==> src/rtl/lsu_wb_master.sv <==
// -----------------------------------------------------------------------------
// lsu_wb_master
//
// Load/store unit bus master sitting behind MEM1. Each single-cycle request
// (pre-formatted write data and byte selects) becomes exactly one pipelined
// Wishbone B4 transaction. The raw 32-bit read word comes back with a one-cycle
// done pulse. MEM1 performs alignment and sign extension. Only one transaction
// is outstanding at a time.
//
// Optional feature macro: LSU_TIMEOUT_EN
//   defined   - a cycle counter forces completion with bus_err_o=1 after
//               TIMEOUT_CYCLES cycles of cyc without ack/err.
//   undefined - no counter. The unit waits indefinitely for ack/err.
//
// Parameters
//   TIMEOUT_CYCLES  cycles from cyc rise to forced bus error (timeout build only)
//
// Ports
//   clk_i, rst_i         clock, asynchronous active-high reset
//   req_i                request pulse. addr_i/we_i/wsel_byte_i/wdata_i valid with it
//   addr_i               byte address (word-aligned onto the bus)
//   we_i                 1 = store, 0 = load
//   wsel_byte_i          store byte enables (loads always use 4'b1111)
//   wdata_i              lane-aligned store data
//   req_stall_o          high while a transaction is in flight
//   rdata_o              raw read word, updated on load ack, held otherwise
//   req_done_o           one-cycle completion pulse
//   bus_err_o            qualifies req_done_o: ended in error or timeout
//   wb_cyc_o .. wb_dat_o Wishbone master outputs (all registered)
//   wb_dat_i, wb_stall_i, wb_ack_i, wb_err_i  Wishbone slave responses
// -----------------------------------------------------------------------------
module lsu_wb_master #(
    parameter int unsigned TIMEOUT_CYCLES = 256
) (
    input  logic        clk_i,
    input  logic        rst_i,
    input  logic        req_i,
    input  logic [31:0] addr_i,
    input  logic        we_i,
    input  logic [3:0]  wsel_byte_i,
    input  logic [31:0] wdata_i,
    output logic        req_stall_o,
    output logic [31:0] rdata_o,
    output logic        req_done_o,
    output logic        bus_err_o,
    output logic        wb_cyc_o,
    output logic        wb_stb_o,
    output logic        wb_we_o,
    output logic [3:0]  wb_sel_o,
    output logic [31:0] wb_adr_o,
    output logic [31:0] wb_dat_o,
    input  logic [31:0] wb_dat_i,
    input  logic        wb_stall_i,
    input  logic        wb_ack_i,
    input  logic        wb_err_i
);

    typedef enum logic [1:0] {
        IDLE = 2'd0,
        REQ  = 2'd1,   // stb asserted, waiting for the slave to take it
        WAIT = 2'd2    // stb taken, waiting for ack/err
    } state_t;

    state_t      state_reg, state_next;
    logic        cyc_reg, cyc_next;
    logic        stb_reg, stb_next;
    logic        we_reg, we_next;
    logic [3:0]  sel_reg, sel_next;
    logic [31:0] adr_reg, adr_next;
    logic [31:0] dat_reg, dat_next;
    logic [31:0] rdata_reg, rdata_next;
    logic        done_reg, done_next;
    logic        berr_reg, berr_next;

    logic        capture;
    logic        resp_done;
    logic        timeout_done;
    logic        timeout_hit;

    // Byte offset is irrelevant on a 32-bit bus; the slave sees word addresses.
    logic        unused_addr_lsb;
    assign unused_addr_lsb = ^addr_i[1:0];

`ifdef LSU_TIMEOUT_EN
    localparam int CNT_W = $clog2(TIMEOUT_CYCLES + 1);
    logic [CNT_W-1:0] cnt_reg, cnt_next;

    // The counter holds k-1 during the k-th cycle of cyc, so matching
    // TIMEOUT_CYCLES-1 completes on the TIMEOUT_CYCLES-th cycle and done
    // appears TIMEOUT_CYCLES cycles after cyc rose.
    assign timeout_hit = cyc_reg && (cnt_reg == CNT_W'(TIMEOUT_CYCLES - 1));

    always_comb begin
        cnt_next = cnt_reg;
        if (capture) begin
            cnt_next = '0;
        end else if (cyc_reg) begin
            cnt_next = cnt_reg + 1'b1;
        end
    end

    always_ff @(posedge clk_i or posedge rst_i) begin
        if (rst_i) begin
            cnt_reg <= '0;
        end else begin
            cnt_reg <= cnt_next;
        end
    end
`else
    localparam int unsigned unused_timeout_cycles = TIMEOUT_CYCLES;
    assign timeout_hit = 1'b0;
`endif

    always_comb begin
        state_next   = state_reg;
        cyc_next     = cyc_reg;
        stb_next     = stb_reg;
        we_next      = we_reg;
        sel_next     = sel_reg;
        adr_next     = adr_reg;
        dat_next     = dat_reg;
        rdata_next   = rdata_reg;
        done_next    = 1'b0;
        berr_next    = 1'b0;
        capture      = 1'b0;
        resp_done    = 1'b0;
        timeout_done = 1'b0;

        case (state_reg)
            IDLE: begin
                // Stray ack/err while idle are deliberately ignored.
                if (req_i) begin
                    capture    = 1'b1;
                    we_next    = we_i;
                    sel_next   = we_i ? wsel_byte_i : 4'b1111;
                    adr_next   = {addr_i[31:2], 2'b00};
                    dat_next   = wdata_i;
                    cyc_next   = 1'b1;
                    stb_next   = 1'b1;
                    state_next = REQ;
                end
            end
            REQ: begin
                // A response only counts once the strobe is accepted
                // (stall low); a slave may answer in the acceptance cycle.
                if (!wb_stall_i && (wb_ack_i || wb_err_i)) begin
                    resp_done = 1'b1;
                end else if (timeout_hit) begin
                    timeout_done = 1'b1;
                end else if (!wb_stall_i) begin
                    stb_next   = 1'b0;
                    state_next = WAIT;
                end
            end
            WAIT: begin
                if (wb_ack_i || wb_err_i) begin
                    resp_done = 1'b1;
                end else if (timeout_hit) begin
                    timeout_done = 1'b1;
                end
            end
            default: begin
                state_next = IDLE;
                cyc_next   = 1'b0;
                stb_next   = 1'b0;
            end
        endcase

        if (resp_done || timeout_done) begin
            cyc_next   = 1'b0;
            stb_next   = 1'b0;
            done_next  = 1'b1;
            state_next = IDLE;
            // Error has priority over ack; only a clean load ack updates rdata.
            berr_next  = timeout_done || wb_err_i;
            if (resp_done && !wb_err_i && !we_reg) begin
                rdata_next = wb_dat_i;
            end
        end
    end

    always_ff @(posedge clk_i or posedge rst_i) begin
        if (rst_i) begin
            state_reg <= IDLE;
            cyc_reg   <= 1'b0;
            stb_reg   <= 1'b0;
            we_reg    <= 1'b0;
            sel_reg   <= 4'b0;
            adr_reg   <= 32'h0;
            dat_reg   <= 32'h0;
            rdata_reg <= 32'h0;
            done_reg  <= 1'b0;
            berr_reg  <= 1'b0;
        end else begin
            state_reg <= state_next;
            cyc_reg   <= cyc_next;
            stb_reg   <= stb_next;
            we_reg    <= we_next;
            sel_reg   <= sel_next;
            adr_reg   <= adr_next;
            dat_reg   <= dat_next;
            rdata_reg <= rdata_next;
            done_reg  <= done_next;
            berr_reg  <= berr_next;
        end
    end

    assign req_stall_o = (state_reg != IDLE);
    assign rdata_o     = rdata_reg;
    assign req_done_o  = done_reg;
    assign bus_err_o   = berr_reg;
    assign wb_cyc_o    = cyc_reg;
    assign wb_stb_o    = stb_reg;
    assign wb_we_o     = we_reg;
    assign wb_sel_o    = sel_reg;
    assign wb_adr_o    = adr_reg;
    assign wb_dat_o    = dat_reg;

`ifndef SYNTHESIS
    // MEM1 must honour req_stall_o; a request while busy is dropped.
    a_no_req_while_busy : assert property (
        @(posedge clk_i) disable iff (rst_i) !(req_i && state_reg != IDLE)
    ) else $warning("lsu_wb_master: req_i while busy, request dropped");
`endif

endmodule

==> config.mk <==
export PLATFORM = sky130hd
export DESIGN_NAME = lsu_wb_master
export DESIGN_NICKNAME = d
export VERILOG_FILES = /design/src/rtl/lsu_wb_master.sv
export SDC_FILE = /design/constraint.sdc
export NUM_CORES = 1
export LEC_CHECK = 0
export CORE_ASPECT_RATIO = 0.7
export CORE_UTILIZATION = 26
export DETAILED_ROUTE_END_ITERATION = 6
export GPL_TIMING_DRIVEN = 0
export PLACE_DENSITY = 0.65
export REMOVE_ABC_BUFFERS = 1
export SLEW_MARGIN = 20
export SYNTH_ARGS = -nofsm -noshare
export SYNTH_HDL_FRONTEND = slang
export SYNTH_SLANG_ARGS = --single-unit
==> constraint.sdc <==
create_clock -name clk_i -period 6.29 [get_ports clk_i]
set_clock_uncertainty 0.15 [all_clocks]
set_input_delay 1.258 -clock clk_i [delete_from_list [all_inputs] [get_ports clk_i]]
set_output_delay 1.258 -clock clk_i [all_outputs]
set_load 0.01 [all_outputs]
Word level (Yosys, flattened, before mapping)

Cells that the tools add are included.

Add/subtract/negate cells: 0
Multipliers: 0
Divide/modulo/power cells: 0
Bitwise logic cells: 0
$lt $le $gt $ge: 0
Muxes and demuxes: 18
Shifts and indexed selects: 0
Eq/ne operators: 7
Reduce and logical (&&, ||, !) cells: 14

Operator list:

| operator             | number |
|---|---|
| $mux W1              | 9 |
| $ne A3 B3 Y1 const B | 3 |
| $mux W2              | 4 |
| $pmux W2 S3          | 1 |
| $reduce_and A2 Y1    | 3 |
| $mux W4              | 1 |
| $pmux W1 S2          | 2 |
| $reduce_and A4 Y1    | 1 |
| $logic_and A1 B1 Y1  | 3 |
| $logic_not A1 Y1     | 3 |
| $pmux W1 S3          | 1 |
| $eq A2 B1 Y1 const B | 1 |
| $eq A2 B2 Y1 const B | 1 |
| $logic_not A2 Y1     | 1 |
| $ne A2 B1 Y1 const B | 1 |
| $ne A2 B2 Y1 const B | 1 |
| $reduce_bool A2 Y1   | 1 |
| $reduce_or A2 Y1     | 1 |
| $logic_or A1 B1 Y1   | 1 |

Register bits after elaboration: 105
Memories: 0
Bits in latches: 0
Memory bits (read-only): 0
Logic and storage cells: 49
RAM bits: 0
Bits of input ports: 107

Longest topological paths before layout

Gate-level depths: netlist of the first run.

Depth after elaboration: 7
Gate-level depth with buffers: 8
Mapped depth without buffers: 6

Worst setup path after synthesis of the first run

OpenSTA, ideal clock, no wires.

Path kind: input to register
From: input port wb_stall_i
To: register rdata_reg[0], in the netlist rdata_o[0]
Arrival time: 2394 ps
Stages: 6
Setup slack: 3620 ps
Path buffers: 2
Cells stage by stage: nor2b_4 > o221ai_2 > or3_1 > buf_2 > buf_6 > mux2_4

Longest elaborated chain between the ends: 7

RTL lines:

| what                                   | RTL line | text |
|---|---|---|
| from (decl)                            | 53       | `input logic wb_stall_i,` |
| $logic_not A1 Y1 (*)                   | n/a      |  |
| $logic_and A1 B1 Y1 (*)                | 146      | `if (!wb_stall_i && (wb_ack_i \|\| wb_err_i)) begin` |
| $mux W1 (*)                            | 146      |  |
| $pmux W1 S2 (*)                        | 129      | `case (state_reg)` |
| $logic_and A1 B1 Y1 (2 in series)      | 176      | `if (resp_done && !wb_err_i && !we_reg) begin` |
| $reduce_and A2 Y1 (no source line) (*) | n/a      |  |
| to (signal assigned)                   | 202      | `rdata_reg <= rdata_next;` |
| to (decl)                              | 71       | `logic [31:0] rdata_reg, rdata_next;` |

Mark *: on every way between the ends. The rest lies on a longest branch, timed or not.
A chain may end at the register's enable or synchronous reset.

Final worst setup path of the first run

From: input port wb_stall_i
To: register rdata_reg[12], in the netlist rdata_o[12]

Same word-level chain as after synthesis.

==> impl_metrics.env, run 1 <==
export IMPL_status="finished with violations"
export IMPL_violations="design-rule violations"
export IMPL_synth_distinct_cells=24
export IMPL_die_w_um=152
export IMPL_endpoint_kind="flop"
export IMPL_grt_total_usage=0.129
export IMPL_post_cts_resized=0
export IMPL_place_gp_congestion=0.766
export IMPL_power_density_nw_per_um2=487
export IMPL_crit_required_ns=6.36
export IMPL_antenna_found_initial=0
export IMPL_synth_seq_cells=104
export IMPL_path_class="in2reg"
export IMPL_die_h_um=107
export IMPL_start_kind="primary input"
export IMPL_nNetsFinal=571
export IMPL_switchingPower_uw=969
export IMPL_cts_buffers=9
export IMPL_fmax_mhz=309
export IMPL_path_clk_slew_ns=0.07
export IMPL_syn_cell_area_sq_um=4110
export IMPL_initial_core_util=0.266
export IMPL_pwr_share_clk=0.166
export IMPL_io_pins=213
export IMPL_regToRegSetupSlack_ns=3.76
export IMPL_ir_worst_vdd_v=0.000223
export IMPL_cts_path_max_buffers=2
export IMPL_synth_largest_area_cell="dfrtp_1"
export IMPL_combPwrFrac=0.473
export IMPL_avgSynthCellArea_sq_um=16.4
export IMPL_cts_root_buf="clkbuf_16"
export IMPL_worst_slack_ns=3.06
export IMPL_maxCapViolations=0
export IMPL_finalCritPeriodShare=0.514
export IMPL_swShare=0.295
export IMPL_cp_startpoint="wb_stall_i"
export IMPL_worstReg2RegEnd="rdata_o[12]$_DFFE_PP0P_"
export IMPL_cts_htree_levels=3
export IMPL_mostFrequentLayoutCells="clkdlybuf4s50_1 (208), dfrtp_1 (104), mux2_2 (65)"
export IMPL_netlist_instances=251
export IMPL_worstPathMaxFanout=24
export IMPL_crit_end="rdata_o[12]$_DFFE_PP0P_"
export IMPL_overflow=0
export IMPL_post_dp_hpwl_um=7530
export IMPL_intPower_mw=2.31
export IMPL_final_common_cell="clkdlybuf4s50_1"
export IMPL_final_hold_worst_slack_ns=0.338
export IMPL_hold_violations=0
export IMPL_synth_yosys_seq_area_share=0.634
export IMPL_diodes=0
export IMPL_drtIter0Drc=75
export IMPL_tritoncts="built"
export IMPL_wire_per_inst_um=15.2
export IMPL_drt_wl_total_um=10100
export IMPL_rsz0062_at_grt="false"
export IMPL_cts_setup_buffers=0
export IMPL_final_util=0.436
export IMPL_pre_cts_ws_ns=2.71
export IMPL_slowest_stage="or3_2"
export IMPL_grt_pass1_vias=3141
export IMPL_clock_sinks=104
export IMPL_fp_coreArea_sq_um=15500
export IMPL_rr_startpoint="state_reg[1]$_DFFE_PP0P_"
export IMPL_fin_crit_ns=3.23
export IMPL_vias=2817
export IMPL_yosys_warnings=0
export IMPL_first_pass_iters=6
export IMPL_port_buffers=208
export IMPL_drv_slew=0
export IMPL_fin_setup_tns_ns=0
export IMPL_viasPerCell=4.24
export IMPL_yosysTopAreaCellShare=0.634
export IMPL_setup_violations=0
export IMPL_die_area_sq_um=16300
export IMPL_drive_above_1_share=0.252
export IMPL_drc_errors=12
export IMPL_power_frac_seq=0.361
export IMPL_synthTopCellsByArea="dfrtp_1 (63%), mux2_2 (18%), mux2_4 (11%)"
export IMPL_std_cell_rows=38
export IMPL_worst_path_largest_cell_delay_ns=0.64
export IMPL_grt_max_degree=58
export IMPL_p_leak_nw=2.94
export IMPL_synthToLayoutAreaGrowth_pct=63.9
export IMPL_critPathArrivalTime_ns=3.30
export IMPL_hp_class="reg2reg"
export IMPL_grt_pass1_wl_um=16400
export IMPL_clk_latency_ns=0.33
export IMPL_ff2ff_path_depth=7
export IMPL_ant_nets=0
export IMPL_cts_hold_buffers=0
export IMPL_crit_chain="clkdlybuf4s50_1 -> nor2b_4 -> o221ai_2 -> or3_2 -> buf_12 -> mux2_4"
==> per-layer routing <==
layer	share of wire	up-vias	track usage
li1	-	1276	-
met1	0.45	1414	0.164
met2	0.46	121	0.202
met3	0.086	6	0.0542
met4	0.0070	0	0.0350
met5	0	-	0
==> per-stage QoR <==
step	power, mW	area, sq um	instances
2_1_floorplan	1.88	4030	239
3_3_place_gp	2.73	6360	647
3_5_place_dp	2.76	6440	650
4_1_cts	3.34	6730	665
5_1_grt	3.48	6730	665
6_report	3.28	6730	665
==> synth_stat cells (all sizes together) <==
| master | instances |
|---|---|
| dfrtp | 104 |
| mux2 | 95 |
| buf | 9 |
| inv | 8 |
| a21oi | 5 |
| nand2 | 5 |
| nor2b | 5 |
| clkbuf | 4 |
| o21ai | 4 |
| ha | 3 |
| a21boi | 1 |
| a22oi | 1 |
| conb | 1 |
| mux2i | 1 |
| nor3 | 1 |
| o211a | 1 |
| o221ai | 1 |
| or2b | 1 |
| or3 | 1 |
==> worst max-delay path, delay by kind of cell <==
kind | cells | cell delay [ns]
AND/OR/NAND/NOR | 2 | 0.80
multiplexers | 1 | 0.31
AO/OA/AOI/OAI | 1 | 0.16
buffers and inverters | 2 | 0.74
==> logic make-up after synthesis <==
| kind of cell | count (synthesis) | synth area share |
|---|---|---|
| buf+inv | 21 | 0.0268 |
| flops | 104 | 0.634 |
| mux | 96 | 0.290 |
| simple gates | 13 | 0.0186 |
| other cells | 1 | 0.000913 |
| fa+ha+maj | 3 | 0.00914 |
| compound gates | 13 | 0.0207 |
==> worst min path at each step <==
stage                              from                  endpoint  slack, ns  cells past startpoint
6_report        wb_sel_o[1]$_DFFE_PP0P_   wb_sel_o[1]$_DFFE_PP0P_       0.34                      2
5_1_grt        wb_dat_o[11]$_DFFE_PP0P_  wb_dat_o[11]$_DFFE_PP0P_       0.37                      1
4_1_cts         wb_sel_o[1]$_DFFE_PP0P_   wb_sel_o[1]$_DFFE_PP0P_       0.34                      2
3_5_place_dp    wb_sel_o[1]$_DFFE_PP0P_   wb_sel_o[1]$_DFFE_PP0P_       0.33                      2
3_3_place_gp    wb_sel_o[0]$_DFFE_PP0P_   wb_sel_o[0]$_DFFE_PP0P_       0.32                      2
2_1_floorplan   wb_sel_o[0]$_DFFE_PP0P_   wb_sel_o[0]$_DFFE_PP0P_       0.37                      2
==> power groups by stage <==
stage / Sequential, mW / Combinational, mW / Clock [mW]
floorplan: 1.33 / 0.555 / 0
global placement: 1.17 / 1.56 / 0
detailed placement: 1.19 / 1.57 / 0
CTS: 1.19 / 1.57 / 0.576
global route: 1.23 / 1.65 / 0.600
finish: 1.18 / 1.55 / 0.544
==> area by class of cell <==
class,count,area (sq um)
timing repair buffer,211,2150
fill,1397,8720
clock buffer,10,229
tap,200,250
clock inverter,5,57.6
inverter,8,35.0
sequential,104,2600
multi-input combinational,127,1410
No activity file was read; power rests on OpenSTA's default activity.
==> run 2, diff against run 1 <==
- PLACE_DENSITY: 0.65 -> 0.67
- clock period: 6.29 -> 2.65 ns (I/O delays scaled with it)
==> impl_metrics.env, run 2 (synthesis results as in run 1) <==
export IMPL_status="finished with violations"
export IMPL_violations="design-rule violations"
export IMPL_worstPathMaxFanout=24
export IMPL_hold_violations=0
export IMPL_crit_required_ns=2.72
export IMPL_vias=2796
export IMPL_cts_setup_buffers=0
export IMPL_setup_violations=0
export IMPL_nNetsFinal=571
export IMPL_post_cts_resized=0
export IMPL_wire_per_inst_um=14.5
export IMPL_drc_errors=11
export IMPL_mostFrequentLayoutCells="clkdlybuf4s50_1 (208), dfrtp_1 (104), mux2_2 (65)"
export IMPL_antenna_found_initial=0
export IMPL_final_common_cell="clkdlybuf4s50_1"
export IMPL_viasPerCell=4.20
export IMPL_grt_max_degree=57
export IMPL_ir_worst_vdd_v=0.000544
export IMPL_io_pins=213
export IMPL_fp_coreArea_sq_um=15500
export IMPL_die_area_sq_um=16300
export IMPL_grt_pass1_vias=3000
export IMPL_post_dp_hpwl_um=7270
export IMPL_drive_above_1_share=0.251
export IMPL_overflow=0
export IMPL_cts_root_buf="clkbuf_16"
export IMPL_grt_pass1_wl_um=15400
export IMPL_grt_total_usage=0.121
export IMPL_cts_hold_buffers=0
export IMPL_final_hold_worst_slack_ns=0.332
export IMPL_die_w_um=152
export IMPL_initial_core_util=0.266
export IMPL_start_kind="flop"
export IMPL_drtIter0Drc=82
export IMPL_port_buffers=208
export IMPL_tritoncts="built"
export IMPL_ant_nets=0
export IMPL_die_h_um=107
export IMPL_clock_sinks=104
export IMPL_maxCapViolations=0
export IMPL_std_cell_rows=38
export IMPL_p_leak_nw=2.94
export IMPL_power_density_nw_per_um2=1150
export IMPL_stdcell_area_sq_um=6730
export IMPL_fmax_mhz=391
export IMPL_first_pass_iters=7
export IMPL_cts_buffers=9
export IMPL_diodes=0
export IMPL_finalCritPeriodShare=0.966
export IMPL_endpoint_kind="flop"
export IMPL_drv_slew=0
export IMPL_place_gp_congestion=0.751
export IMPL_cts_htree_levels=3
export IMPL_fin_crit_ns=2.56
export IMPL_cts_path_max_buffers=2
export IMPL_rsz0062_at_grt="false"
export IMPL_synthToLayoutAreaGrowth_pct=63.9
export IMPL_hp_class="reg2reg"
export IMPL_fin_setup_tns_ns=0
export IMPL_path_clk_slew_ns=0.07
export IMPL_clk_latency_ns=0.34
export IMPL_path_class="reg2reg"
export IMPL_critPathArrivalTime_ns=2.63
export IMPL_drt_wl_total_um=9660
export IMPL_placed_area_sq_um=6450
-- run 2: routing by layer --
| layer | up-vias | GRT usage | share of wire |
|---|---|---|---|
| met5 | - | 0 | 0 |
| met4 | 0 | 0.0394 | 0.014 |
| li1 | 1278 | - | - |
| met2 | 120 | 0.179 | 0.45 |
| met1 | 1385 | 0.157 | 0.45 |
| met3 | 13 | 0.0530 | 0.095 |
-- run 2: metrics by stage --
stage	cells	power, mW	utilization	worst slack (ns)
6_report	666	7.74	0.436	0.0899
3_3_place_gp	647	6.47	0.412	-2.29
5_1_grt	666	8.19	0.436	0.0302
2_1_floorplan	239	4.47	-	-0.762
4_1_cts	666	7.86	0.436	0.0936
3_5_place_dp	650	6.54	0.418	-0.186
-- run 2: power by group --
part | internal [mW] | total [mW] | switching, mW
logic | 2.39 | 3.70 | 1.31
registers | 2.38 | 2.79 | 0.409
clock network | 0.676 | 1.25 | 0.577
-- run 2: cell type report --
class / count / area, sq um
clock inverter: 4 / 35.0
tap: 200 / 250
multi-input combinational: 127 / 1410
clock buffer: 12 / 246
sequential: 104 / 2600
fill: 1374 / 8720
timing repair buffer: 211 / 2160
inverter: 8 / 35.0
-- run 2: worst paths after layout --
check / from / endpoint / slack [ns] / cells after the start
setup / recovery: state_reg[1]$_DFFE_PP0P_ / rdata_o[3]$_DFFE_PP0P_ / 0.09 / 7
hold / removal: wb_sel_o[2]$_DFFE_PP0P_ / wb_sel_o[2]$_DFFE_PP0P_ / 0.33 / 2
setup reg to reg: state_reg[1]$_DFFE_PP0P_ / rdata_o[3]$_DFFE_PP0P_ / 0.09 / 7
hold reg to reg: wb_sel_o[2]$_DFFE_PP0P_ / wb_sel_o[2]$_DFFE_PP0P_ / 0.33 / 2
max in group asynchronous: rst_i / wb_adr_o[27]$_DFFE_PP0P_ / 1.28 / 3
min in group asynchronous: rst_i / rdata_o[27]$_DFFE_PP0P_ / 0.44 / 2
-- run 2: worst max-delay path, cell delays in order (launching register included) --
cell and delay, ns:
dfrtp_1 0.41, inv_1 0.10, ha_1 0.21, nor2b_4 0.18
o221ai_2 0.16, or3_2 0.64, buf_12 0.25, mux2_4 0.31
==> run 3, diff against run 2 <==
--- a/config.mk
+++ b/config.mk
@@ -8,4 +8,5 @@
 export CORE_ASPECT_RATIO = 0.7
 export CORE_UTILIZATION = 26
+export CTS_BUF_LIST = sky130_fd_sc_hd__clkbuf_2
 export DETAILED_ROUTE_END_ITERATION = 6
 export GPL_TIMING_DRIVEN = 0
--- a/constraint.sdc
+++ b/constraint.sdc
@@ -3,3 +3,3 @@
 set_input_delay 0.53 -clock clk_i [delete_from_list [all_inputs] [get_ports clk_i]]
 set_output_delay 0.53 -clock clk_i [all_outputs]
-set_load 0.01 [all_outputs]
+set_load 0.005 [all_outputs]
==> impl_metrics.env, run 3 (synthesis results as in run 1) <==
export IMPL_status="finished with violations"
export IMPL_violations="design-rule violations"
export IMPL_fin_setup_tns_ns=0
export IMPL_path_clk_slew_ns=0.30
export IMPL_wire_per_inst_um=14.5
export IMPL_maxCapViolations=0
export IMPL_power_frac_seq=0.404
export IMPL_synthToLayoutAreaGrowth_pct=60.2
export IMPL_hold_violations=0
export IMPL_cp_startpoint="state_reg[1]$_DFFE_PP0P_"
export IMPL_ant_nets=0
export IMPL_initial_core_util=0.266
export IMPL_clk_latency_ns=0.55
export IMPL_stdcell_count=668
export IMPL_grt_total_usage=0.121
export IMPL_cts_htree_levels=3
export IMPL_finalCritPeriodShare=0.925
export IMPL_drt_wl_total_um=9720
export IMPL_switchingPower_mw=1.95
export IMPL_rsz0062_at_grt="false"
export IMPL_die_h_um=107
export IMPL_critPathArrivalTime_ns=2.75
export IMPL_io_pins=213
export IMPL_worst_slack_ns=0.197
export IMPL_p_leak_nw=2.89
export IMPL_final_hold_worst_slack_ns=0.175
export IMPL_intPower_mw=4.92
export IMPL_setup_violations=0
export IMPL_ir_worst_vdd_v=0.000465
export IMPL_cts_path_max_buffers=2
export IMPL_start_kind="flop"
export IMPL_place_gp_congestion=0.751
export IMPL_final_common_cell="clkdlybuf4s50_1"
export IMPL_seq_area_sq_um=2600
export IMPL_grt_pass1_wl_um=15400
export IMPL_crit_required_ns=2.95
export IMPL_cts_root_buf="clkbuf_2"
export IMPL_rr_startpoint="state_reg[1]$_DFFE_PP0P_"
export IMPL_pre_cts_ws_ns=-0.186
export IMPL_fmax_mhz=408
export IMPL_overflow=0
export IMPL_fillCellCount=1387
export IMPL_placed_area_sq_um=6450
export IMPL_regToRegSetupSlack_ns=0.20
export IMPL_diodes=0
export IMPL_nNetsFinal=573
export IMPL_stdcell_area_sq_um=6580
export IMPL_pwr_share_clk=0.097
export IMPL_endpoint_kind="flop"
export IMPL_combPwrFrac=0.500
export IMPL_first_pass_iters=7
export IMPL_final_util=0.426
export IMPL_swShare=0.284
export IMPL_hp_class="in2async"
export IMPL_path_class="reg2reg"
export IMPL_vias=2784
export IMPL_port_buffers=208
export IMPL_tritoncts="built"
export IMPL_clock_sinks=104
export IMPL_power_mw=6.87
export IMPL_power_density_nw_per_um2=1040
export IMPL_drv_slew=0
export IMPL_fin_crit_ns=2.45
export IMPL_std_cell_rows=38
export IMPL_grt_max_degree=57
export IMPL_grt_pass1_vias=2997
export IMPL_multiInputGateArea_sq_um=1420
export IMPL_antenna_found_initial=0
export IMPL_fp_coreArea_sq_um=15500
export IMPL_viasPerCell=4.17
export IMPL_post_dp_hpwl_um=7270
export IMPL_worstPathMaxFanout=24
export IMPL_placedCellCount=650
export IMPL_mostFrequentLayoutCells="clkdlybuf4s50_1 (207), dfrtp_1 (104), mux2_2 (65)"
export IMPL_drc_errors=11
export IMPL_drtIter0Drc=79
export IMPL_drive_above_1_share=0.259
export IMPL_die_area_sq_um=16300
export IMPL_cts_buffers=9
export IMPL_die_w_um=152
[run 3: power by group through the flow]
stage	logic, mW	clock network (mW)	registers (mW)
final	3.43	0.663	2.77
after floorplan	1.31	0	2.85
after detailed placement	3.41	0	2.81
after global routing	3.67	0.777	2.87
after global placement	3.38	0	2.77
after CTS	3.47	0.728	2.78
[run 3: critical path, stage by stage (launching register included)]
cell and delay, ns:
dfrtp_1 0.47, inv_1 0.13, ha_1 0.23, nor2b_4 0.18
o221ai_2 0.17, or3_4 0.48, buf_12 0.21, mux2_4 0.31
[run 3: path summary, 6_finish.rpt]
kind / cells past startpoint / end
worst max register to register: 7 / rdata_o[28]$_DFFE_PP0P_
min in group clk_i: 2 / wb_sel_o[2]$_DFFE_PP0P_
max in group asynchronous: 3 / wb_adr_o[12]$_DFFE_PP0P_
worst max-delay path: 7 / rdata_o[28]$_DFFE_PP0P_
worst min register to register: 2 / wb_sel_o[2]$_DFFE_PP0P_
worst min-delay path: 2 / wb_dat_o[28]$_DFFE_PP0P_
[run 3: what timing repair did]
action,4_1_cts,5_1_grt
gates resized for setup,3,1
hold buffers,0,0
cloned,0,0
setup buffers,1,1
pin swaps,0,0
endpoints found under the setup margin,1,1
[run 3: cell type report]
| class | count | area share |
|---|---|---|
| Multi-Input combinational cell | 127 | 0.216 |
| Timing Repair Buffer | 213 | 0.330 |
| Clock buffer | 11 | 0.00837 |
| Clock inverter | 5 | 0.00589 |
| Sequential cell | 104 | 0.396 |
| Tap cell | 200 | 0.0380 |
| Inverter | 8 | 0.00532 |
[run 3: layer usage]
layer,track usage,vias up,share of wire,wire length (um)
met5,0,-,0,0
met4,0.0415,0,0.011,110
met3,0.0493,9,0.084,813
met2,0.182,114,0.45,4360
met1,0.157,1383,0.46,4430
li1,-,1278,-,-
